==> config.mk <==
export PLATFORM = sky130hd
export DESIGN_NAME = bin2bcd_seq
export DESIGN_NICKNAME = d
export VERILOG_FILES = /design/src/rtl/bin2bcd_seq.sv
export SDC_FILE = /design/constraint.sdc
export NUM_CORES = 1
export LEC_CHECK = 0
export ABC_AREA = 1
export BUFFER_PORTS_ARGS = -buffer_cell sky130_fd_sc_hd__buf_2
export CORE_UTILIZATION = 32
export CTS_BUF_LIST = sky130_fd_sc_hd__clkbuf_16
export CTS_CLUSTER_DIAMETER = 100
export DETAILED_ROUTE_END_ITERATION = 6
export MAX_ROUTING_LAYER = met4
export PLACE_DENSITY = 0.55
export SYNTH_ARGS = -nofsm -noshare
export SYNTH_HDL_FRONTEND = slang
export SYNTH_SLANG_ARGS = --single-unit
==> constraint.sdc <==
create_clock -name clk -period 1.7 [get_ports clk]
set_input_delay 0.34 -clock clk [delete_from_list [all_inputs] [get_ports clk]]
set_output_delay 0.34 -clock clk [all_outputs]
set_load 0.005 [all_outputs]
==> src/rtl/bin2bcd_seq.sv <==
// rtl/bin2bcd_seq.sv - sequential shift-add-3 binary to 4-digit BCD converter
//
// Purpose: converts an IN_W-bit unsigned value into four BCD digits using
// one double-dabble step per clock. A start in IDLE captures bin; the FSM
// then spends IN_W cycles in SHIFT and one cycle in DONE, where the digit
// outputs and ovf update together with a one-cycle done pulse.
//
// Ports:
//   clk              single clock, rising edge
//   rst_n            synchronous active-low reset
//   start            conversion request, sampled only in IDLE
//   bin[IN_W-1:0]    unsigned binary input, captured on the accepting edge
//   busy             high while in SHIFT
//   done             one-cycle pulse when the digit outputs update
//   bcd3..bcd0       thousands, hundreds, tens, units digits
//   ovf              last captured bin was above 9999
//
// Configuration macro: BIN2BCD_CLAMP_EN - when defined, an out-of-range
// input reports 9,9,9,9; otherwise the digits are bin mod 10000.

module bin2bcd_seq #(
  parameter int IN_W = 14
) (
  input  logic            clk,
  input  logic            rst_n,
  input  logic            start,
  input  logic [IN_W-1:0] bin,
  output logic            busy,
  output logic            done,
  output logic [3:0]      bcd3,
  output logic [3:0]      bcd2,
  output logic [3:0]      bcd1,
  output logic [3:0]      bcd0,
  output logic            ovf
);

  typedef enum logic [1:0] {IDLE, SHIFT, DONE} state_t;

  localparam logic [3:0] LAST = 4'(IN_W - 1);

  state_t          state;
  logic [IN_W-1:0] bin_shift;
  logic [15:0]     scratch;
  logic [15:0]     scratch_nxt;
  logic [3:0]      cnt;
  logic            ovf_next;
  logic            ovf_cap;
  logic [2:0]      th_adj;
  logic [11:0]     low_adj;

  function automatic logic [3:0] add3(input logic [3:0] nib);
    return (nib >= 4'd5) ? nib + 4'd3 : nib;
  endfunction

  assign ovf_cap = (32'(bin) > 32'd9999);

  // Only the low three bits of the adjusted thousands nibble survive the
  // shift; the bit that falls off is the ten-thousands carry, which is what
  // makes the 16-bit scratch hold the value modulo 10000.
  always_comb begin
    low_adj     = {add3(scratch[11:8]), add3(scratch[7:4]), add3(scratch[3:0])};
    th_adj      = (scratch[15:12] >= 4'd5) ? 3'(scratch[15:12] + 4'd3) : scratch[14:12];
    scratch_nxt = {th_adj, low_adj, bin_shift[IN_W-1]};
  end

  always_ff @(posedge clk) begin
    if (!rst_n) begin
      state     <= IDLE;
      busy      <= 1'b0;
      done      <= 1'b0;
      bcd3      <= 4'd0;
      bcd2      <= 4'd0;
      bcd1      <= 4'd0;
      bcd0      <= 4'd0;
      ovf       <= 1'b0;
      cnt       <= 4'd0;
      scratch   <= 16'd0;
      bin_shift <= '0;
      ovf_next  <= 1'b0;
    end else begin
      case (state)
        IDLE: begin
          done <= 1'b0;
          if (start) begin
            bin_shift <= bin;
            scratch   <= 16'd0;
            cnt       <= 4'd0;
            ovf_next  <= ovf_cap;
            busy      <= 1'b1;
            state     <= SHIFT;
          end
        end
        SHIFT: begin
          scratch   <= scratch_nxt;
          bin_shift <= bin_shift << 1;
          if (cnt == LAST) begin
            // Final step: publish straight from the combinational result so
            // the digits are valid in the same cycle done is high.
            state <= DONE;
            busy  <= 1'b0;
            done  <= 1'b1;
            ovf   <= ovf_next;
`ifdef BIN2BCD_CLAMP_EN
            if (ovf_next) begin
              {bcd3, bcd2, bcd1, bcd0} <= 16'h9999;
            end else begin
              {bcd3, bcd2, bcd1, bcd0} <= scratch_nxt;
            end
`else
            {bcd3, bcd2, bcd1, bcd0} <= scratch_nxt;
`endif
          end else begin
            cnt <= cnt + 4'd1;
          end
        end
        DONE: begin
          done  <= 1'b0;
          state <= IDLE;
        end
        default: begin
          state <= IDLE;
          busy  <= 1'b0;
          done  <= 1'b0;
        end
      endcase
    end
  end

endmodule

==> reports/results.tsv, run 1 <==
metric	value	unit
yosys_warnings	0	
p_leak	1.456	nW
final_common_cell	nand2_1	
hold_path.class	in -> reg	
cts-buffers-inserted	5	
final_cell_mix	122 x nand2_1, 56 x dfxtp_1, 41 x inv_1, 37 x nor2_1, 35 x buf_2	
n_fill_cell	887	
route.detailed.drc	0	
grt_pass1_vias	2181	
worst_slew_pin_slew	0.3279	ns
cp_max_fo	5	
end_kind	flip-flop	
nNetsFinal	443	
postCtsSetupRepairBufs	0	
firstDrtPassIters	4	
syn_nets	411	
num_antenna_cells	0	
drt_first_iter_violations	112	
vdd_drop_max	370.0	uV
fin_crit	1.411	ns
grt_pass1_wl	10070	um
cts_tree	built	
vias_per_cell	4.600	
ctsHoldBuffers	0	
path_clk_slew	0.07	ns
seqCellArea	0.001121	mm2
finalWorstSetupSlack	0.2895	ns
portBuffers	35	
gp_congestion	0.8205	
grt_start_max_net_pins	30	
root_buffer	clkbuf_16	
setup_viol	0	
maxCapViolations	0	
synth_enable_flop_cells	0	
fin_tns_setup	0	ns
post_cts_resized	0	
synthArstFlopShare	0	%
synth_area_leaders	dfxtp_1 42%, nand2_1 17%, inv_1 5.7%	
ys_types	28	
start_util	32.81	%
finClkSkew	0.005376	ns
post-synth-top-area-fraction	41.79	%
antenna_found_initial	0	
critPathLaunchType	flip-flop	
vias	2401	
wire_per_inst	11.43	um
cp.arrival	1.64	ns
status	complete, no violations	
coreArea	0.008175	mm2
drive_above_1_share	13.43	%
place_ws	0.3160	ns
wirelength	5968	um
ioPinCount	36	
drv_slew	0	
cts_max_level	2	
rows	33	
cp.required	1.93	ns
timing.final.crit_share	82.97	%
die_area	0.008753	mm2
die_width	93.56	um
die_y	93.56	um
place_inst	514	
synth-seq-area-share	41.79	%
hpwlAfterDp	4216	um
fmax	0.7090	GHz
grt.overflow.total	0	
hold_slack	0.3032	ns
syn_inst	384	
ys_ff_latch	56	
synth_top_cell_by_area	dfxtp_1	
cts_buffer_depth	2	
finalHoldViolCount	0	
cts.sinks	56	
syn_avg_cell_area	6.986	um2
clock_latency	0.30	ns
final_cells	522	
p_per_area	884.4	mW/mm2
final_antenna_net_count	0	
max_slew_margin	78.06	%
rsz0062_at_grt	no	
grt_usage	14.97	%
area_growth	15.62	%
multiInputGateArea	0.001294	mm2
syn_area	0.002683	mm2
path_class	reg -> reg	
synthFlopType	dfxtp_1	
==> report_power, final <==
group,switching (W),internal [W],leakage (nW)
clock,0.000477,0.000693,0.0798
combinational,0.000134,0.0000674,0.921
sequential,0.0000211,0.00135,0.455
==> layout make-up <==
class,instances,share of cell area [%]
multi-input cells,270,41.71
well taps,105,4.236
inverters,44,5.486
clock inverters,3,1.372
repair buffers,39,7.019
clock buffers,5,4.034
flip-flops and latches,56,36.14
==> through the flow <==
step | util (%) | total power (W) | cell area [um2]
after floorplan | - | 0.001547 | 2683
after global placement | 35.89 | 0.001603 | 2934
after detailed placement | 35.89 | 0.001605 | 2934
after CTS | 37.94 | 0.002787 | 3102
after global routing | 37.94 | 0.002869 | 3102
final | 37.94 | 0.002743 | 3102
==> registers in the layout, summed over array words and instances (netlist names) <==
register   count
scratch       16
bcd2           4
bin_shift     14
busy           1
state          2
ovf            1
bcd3           4
done           1
bcd1           4
ovf_next       1
bcd0           4
cnt            4
==> metal layers <==
| layer | GRT usage [%] | routed length (um) | up-vias |
|---|---|---|---|
| li1 | - | - | 1294 |
| met1 | 19.91 | 3116 | 1056 |
| met2 | 22.92 | 2625 | 47 |
| met3 | 4.065 | 195 | 4 |
| met4 | 2.821 | 31 | 0 |
| met5 | - | 0 | - |
==> kinds of logic (layout without fill, tap and decap cells) <==
kind of cell               after synthesis  in the layout  synth area share (%)
and+or+nand+nor                        195            195                 30.18
AOI/OAI and AO/OA                       63             63                 12.64
buffers and inverters                   58             91                 9.981
DFF                                     56             56                 41.79
adders and majority gates               10             10                 4.664
muxes                                    2              2                0.7463
==> cell usage after synthesis (2+ instances only) <==
library cell / number
mux2i_1: 2
inv_4: 2
nand4_1: 4
a21oi_1: 24
dfxtp_1: 56
nand2_4: 2
buf_2: 3
o21ai_1: 3
nor2_1: 37
a31oi_1: 12
nand3_1: 25
nand2_1: 122
o21ai_0: 21
ha_1: 10
clkbuf_1: 4
buf_6: 5
inv_1: 41
==> worst max-delay path: stages, from the launching register on <==
cell	delay (ns)
dfxtp_1	0.40
inv_1	0.10
ha_1	0.20
inv_1	0.08
nand2_1	0.08
nand3_1	0.14
nand2_1	0.08
nand2_1	0.09
nand2_1	0.06
a21oi_1	0.13
==> worst paths after layout <==
path,from,to,slack [ns],cells past startpoint
hold reg to reg,done,done,0.45,2
setup / recovery,scratch[8],scratch[9],0.29,9
hold / removal,bin[0],bin_shift[0],0.30,3
setup reg to reg,scratch[8],scratch[9],0.29,9
No activity file was read; power rests on OpenSTA's default activity.
==> run 2, diff against run 1 <==
clock period = 1.3 ns   (was 1.7 ns; I/O delays follow)
==> reports/results.tsv, run 2 (synthesis results as in run 1) <==
metric	value	unit
path_class	reg -> reg	
cts-buffers-inserted	5	
die_width	93.56	um
vdd_drop_max	484.5	uV
wirelength	6562	um
min-delay-start	bin[0]	
area_growth	30.64	%
r2r-start	cnt[1]	
root_buffer	clkbuf_16	
die_area	0.008753	mm2
clock_latency	0.30	ns
n_fill_cell	850	
status	complete, but fails checks	
path_clk_slew	0.07	ns
grt_start_max_net_pins	29	
clkPwrFrac	41.8	%
fmax	0.7322	GHz
final_common_cell	nand2_1	
num_antenna_cells	0	
fin_crit	1.366	ns
p_leak	1.632	nW
end_kind	flip-flop	
die_y	93.56	um
cts.sinks	56	
nNetsFinal	467	
violations	negative setup slack	
portBuffers	35	
final_antenna_net_count	0	
place_ws	-0.0001104	ns
gp_congestion	0.8369	
start_util	32.81	%
drv_slew	0	
vias	2518	
cts_buffer_depth	2	
internal_power	0.002784	W
drt_first_iter_violations	118	
wire_per_inst	12.02	um
cp.arrival	1.56	ns
final_cell_mix	109 x nand2_1, 49 x dfxtp_1, 36 x inv_1, 35 x buf_2, 31 x nor2_1	
finalPower	0.003617	W
grt_usage	15.83	%
worst_slew_pin_slew	0.3032	ns
coreArea	0.008175	mm2
pwr-share-comb	8.6	%
firstDrtPassIters	5	
rows	33	
final_core_util	42.87	%
swShare	23.03	%
cts_max_level	2	
grt_pass1_wl	10640	um
maxCapViolations	0	
finClkSkew	0.007656	ns
fin_tns_setup	-0.7364	ns
finalHoldViolCount	0	
hold_path.class	in -> reg	
max_slew_margin	79.76	%
cp.required	1.49	ns
seqPwrFrac	49.6	%
critPathLaunchType	flip-flop	
cts_tree	built	
p_sw	0.0008331	W
cp_max_fo	4	
setup_viol	16	
top_register	scratch	
hold_slack	0.2200	ns
vias_per_cell	4.612	
ioPinCount	36	
p_per_area	1032	mW/mm2
antenna_found_initial	0	
rsz0062_at_grt	yes	
drive_above_1_share	28.12	%
grt.overflow.total	0	
finalWorstSetupSlack	-0.06566	ns
crit_start	cnt[1]	
route.detailed.drc	0	
reg_top3	scratch: 16 flops, bin_shift: 14 flops	
hpwlAfterDp	4358	um
grt_pass1_vias	2372	
timing.final.crit_share	105.1	%
largest_reg_flops	16	
run 2: cell types whose count changed in the layout (fill, tap and decap cells not counted), sizes merged:
cell | previous run | this run
clkinvlp | 1 | 2
clkbuf | 5 | 7
buf | 39 | 60
run 2: layer usage:
| layer | up-vias | GRT usage (%) | wire (um) |
|---|---|---|---|
| li1 | 1340 | - | - |
| met1 | 1090 | 19.23 | 3146 |
| met2 | 69 | 26.23 | 2980 |
| met3 | 19 | 4.065 | 312 |
| met4 | 0 | 3.846 | 123 |
| met5 | - | - | 0 |
run 2: worst paths after layout:
path / end / slack [ns] / depth (start not counted)
max: bcd0[0] / -0.07 / 8
min: bin_shift[0] / 0.22 / 3
max reg2reg: bcd0[0] / -0.07 / 8
min reg2reg: done / 0.45 / 2
run 2: worst max-delay path, cell delays in order, from the launching register on:
cell,delay (ns)
dfxtp_2,0.32
inv_2,0.08
ha_4,0.14
nand3_4,0.09
nor2_4,0.18
buf_6,0.15
clkinvlp_4,0.14
nand3_2,0.10
o21ai_1,0.06
run 2: area by class of cell:
| cell class | count | area, um2 | area share, % |
|---|---|---|---|
| Multi-Input combinational cell | 270 | 1444 | 41.20 |
| Sequential cell | 56 | 1130 | 32.24 |
| Timing Repair Buffer | 62 | 449.2 | 12.82 |
| Inverter | 44 | 178.9 | 5.105 |
| Tap cell | 105 | 131.4 | 3.749 |
| Clock buffer | 5 | 125.1 | 3.570 |
| Clock inverter | 3 | 38.79 | 1.107 |
| Timing Repair inverter | 1 | 7.507 | 0.2142 |
run 2: power groups by stage:
stage / Sequential (W) / Combinational, W / Clock [W]
after floorplan: 0.00183 / 0.000195 / 0
after global placement: 0.00183 / 0.000291 / 0
after detailed placement: 0.00183 / 0.000292 / 0
after global routing: 0.00180 / 0.000350 / 0.00165
final: 0.00179 / 0.000313 / 0.00151
after CTS: 0.00179 / 0.000293 / 0.00155
run 2: through the flow:
step | area (um2) | std cells
2_1_floorplan | 2683 | 384
3_3_place_gp | 3052 | 528
3_5_place_dp | 3052 | 528
4_1_cts | 3222 | 536
5_1_grt | 3505 | 546
6_report | 3505 | 546
run 2: repair_timing:
item	4_1_cts	5_1_grt
buffers inserted	0	6
pin swaps	0	13
cloned	0	4
resized for setup	2	58
hold buffers	0	0
endpoints found under the setup margin	3	36
==> run 3, diff against run 2 <==
BUFFER_PORTS_ARGS = not set   (was -buffer_cell sky130_fd_sc_hd__buf_2)
DONT_BUFFER_PORTS = 1   (was not set)
PLACE_DENSITY = 0.52   (was 0.55)
==> reports/results.tsv, run 3 (synthesis results as in run 1) <==
metric	value	unit
hpwlAfterDp	4295	um
cts-buffers-inserted	5	
maxCapViolations	0	
grt_start_max_net_pins	28	
max_slew_margin	77.38	%
status	complete, but fails checks	
top_register	scratch	
die_width	93.56	um
p_leak	1.448	nW
reg2reg_to	bcd0[3]	
gp_congestion	0.7915	
min-delay-start	rst_n	
fin_tns_setup	-0.04981	ns
finalPower	0.003576	W
die_area	0.008753	mm2
grt_pass1_wl	10140	um
num_antenna_cells	0	
cts_buffer_depth	2	
fin_crit	1.314	ns
min_to	cnt[1]	
clkPwrFrac	42.1	%
cp.required	1.49	ns
drv_slew	0	
cts_max_level	2	
finClkSkew	0.007448	ns
finalInstanceArea	0.003244	mm2
vias_per_cell	4.661	
drt_first_iter_violations	75	
vdd_drop_max	581.7	uV
portBuffers	0	
nNetsFinal	431	
cp.arrival	1.50	ns
r2r_setup_slack	-0.01	ns
p_sw	0.0008044	W
violations	negative setup slack	
pwr-share-comb	7.8	%
final_antenna_net_count	0	
setup_viol	4	
r2r-start	cnt[1]	
timing.final.crit_share	101.1	%
drive_above_1_share	19.51	%
start_util	32.81	%
finalWorstSetupSlack	-0.01423	ns
ctsHoldBuffers	0	
grt_pass1_vias	2183	
critPathLaunchType	flip-flop	
antenna_found_initial	0	
root_buffer	clkbuf_16	
path_clk_slew	0.07	ns
die_y	93.56	um
holdPathStages	1	
grt.overflow.total	0	
wirelength	6186	um
rsz0062_at_grt	yes	
n_fill_cell	862	
clock_latency	0.29	ns
grt_usage	15.15	%
cp_slowest_cell	dfxtp_2	
end_kind	flip-flop	
p_per_area	1102	mW/mm2
seqPwrFrac	50.1	%
placed_area	0.002919	mm2
ioPinCount	36	
reg2reg_depth	8	
seqCellArea	0.001131	mm2
cts.sinks	56	
internal_power	0.002772	W
crit_chain	inv_2, ha_4, nand3_4, nor2_4, buf_4, clkinvlp_4, nand3_1, nand2_1	
vias	2377	
swShare	22.49	%
path_class	reg -> reg	
rows	33	
reg_top3	scratch: 16 flops, bin_shift: 14 flops	
finalHoldViolCount	0	
area_growth	20.94	%
final_common_cell	nand2_1	
fmax	0.7609	GHz
multiInputGateArea	0.001404	mm2
cp_max_fo	4	
coreArea	0.008175	mm2
route.detailed.drc	0	
firstDrtPassIters	4	
worst_slew_pin_slew	0.3358	ns
max_stage_delay	0.32	ns
largest_reg_flops	16	
hold_path.class	in -> reg	
final_cell_mix	112 x nand2_1, 50 x dfxtp_1, 36 x nor2_1, 34 x inv_1, 23 x buf_4	
cts_tree	built	
wire_per_inst	12.13	um
hold_slack	0.08920	ns
run 3: cell types whose count changed in the layout (fill, tap and decap cells not counted), sizes merged:
| cell | before | now |
|---|---|---|
| buf | 60 | 26 |
| clkbuf | 7 | 5 |
run 3: timing repair:
| action | 4_1_cts | 5_1_grt |
|---|---|---|
| resized for setup | 2 | 42 |
| endpoints found under the hold margin | 0 | 0 |
| cloned | 0 | 1 |
| pin swaps | 0 | 8 |
| endpoints found under the setup margin | 8 | 32 |
| setup buffers | 0 | 4 |
run 3: stage by stage:
stage / util [%] / worst slack [ns] / std cells
6_report: 39.68 / -0.01423 / 510
5_1_grt: 39.68 / -0.1099 / 510
2_1_floorplan: - / 0.07155 / 384
3_3_place_gp: 35.71 / 0.004267 / 497
3_5_place_dp: 35.71 / -0.01673 / 497
4_1_cts: 37.79 / -0.01913 / 505
run 3: worst max-delay path by stage:
stage / to / start
after floorplan: bcd2[2] / scratch[8]
final: bcd0[3] / cnt[1]
after CTS: bcd2[0] / cnt[1]
after global placement: bcd2[0] / cnt[1]
after detailed placement: bcd2[0] / cnt[1]
after global routing: bcd2[3] / cnt[1]
run 3: worst max-delay path, delay by kind of cell (launching register included):
kind / cells / cell delay, ns
adders and majority gates: 1 / 0.13
DFF: 1 / 0.32
buffers and inverters: 3 / 0.33
and+or+nand+nor: 4 / 0.43
run 3: power groups by stage:
stage               combinational [W]  sequential (W)  clock [W]
floorplan                    0.000195         0.00183          0
global placement             0.000263         0.00183          0
detailed placement           0.000265         0.00183          0
CTS                          0.000265         0.00179    0.00156
global route                 0.000313         0.00180    0.00164
finish                       0.000278         0.00179    0.00151
run 3: area by class of cell:
type	count	area share [%]
Multi-Input combinational cell	270	43.27
Tap cell	105	4.049
Clock buffer	5	3.857
Inverter	44	5.361
Timing Repair inverter	1	0.2314
Clock inverter	3	1.196
Timing Repair Buffer	26	7.173
Sequential cell	56	34.86
run 3: per-layer routing:
layer,up-vias,part of all wire [%],global-route usage (%)
met5,-,0,-
met4,0,0.92,4.103
met3,7,5.5,4.146
met2,44,46,25.43
met1,1062,47,17.82
li1,1264,-,-
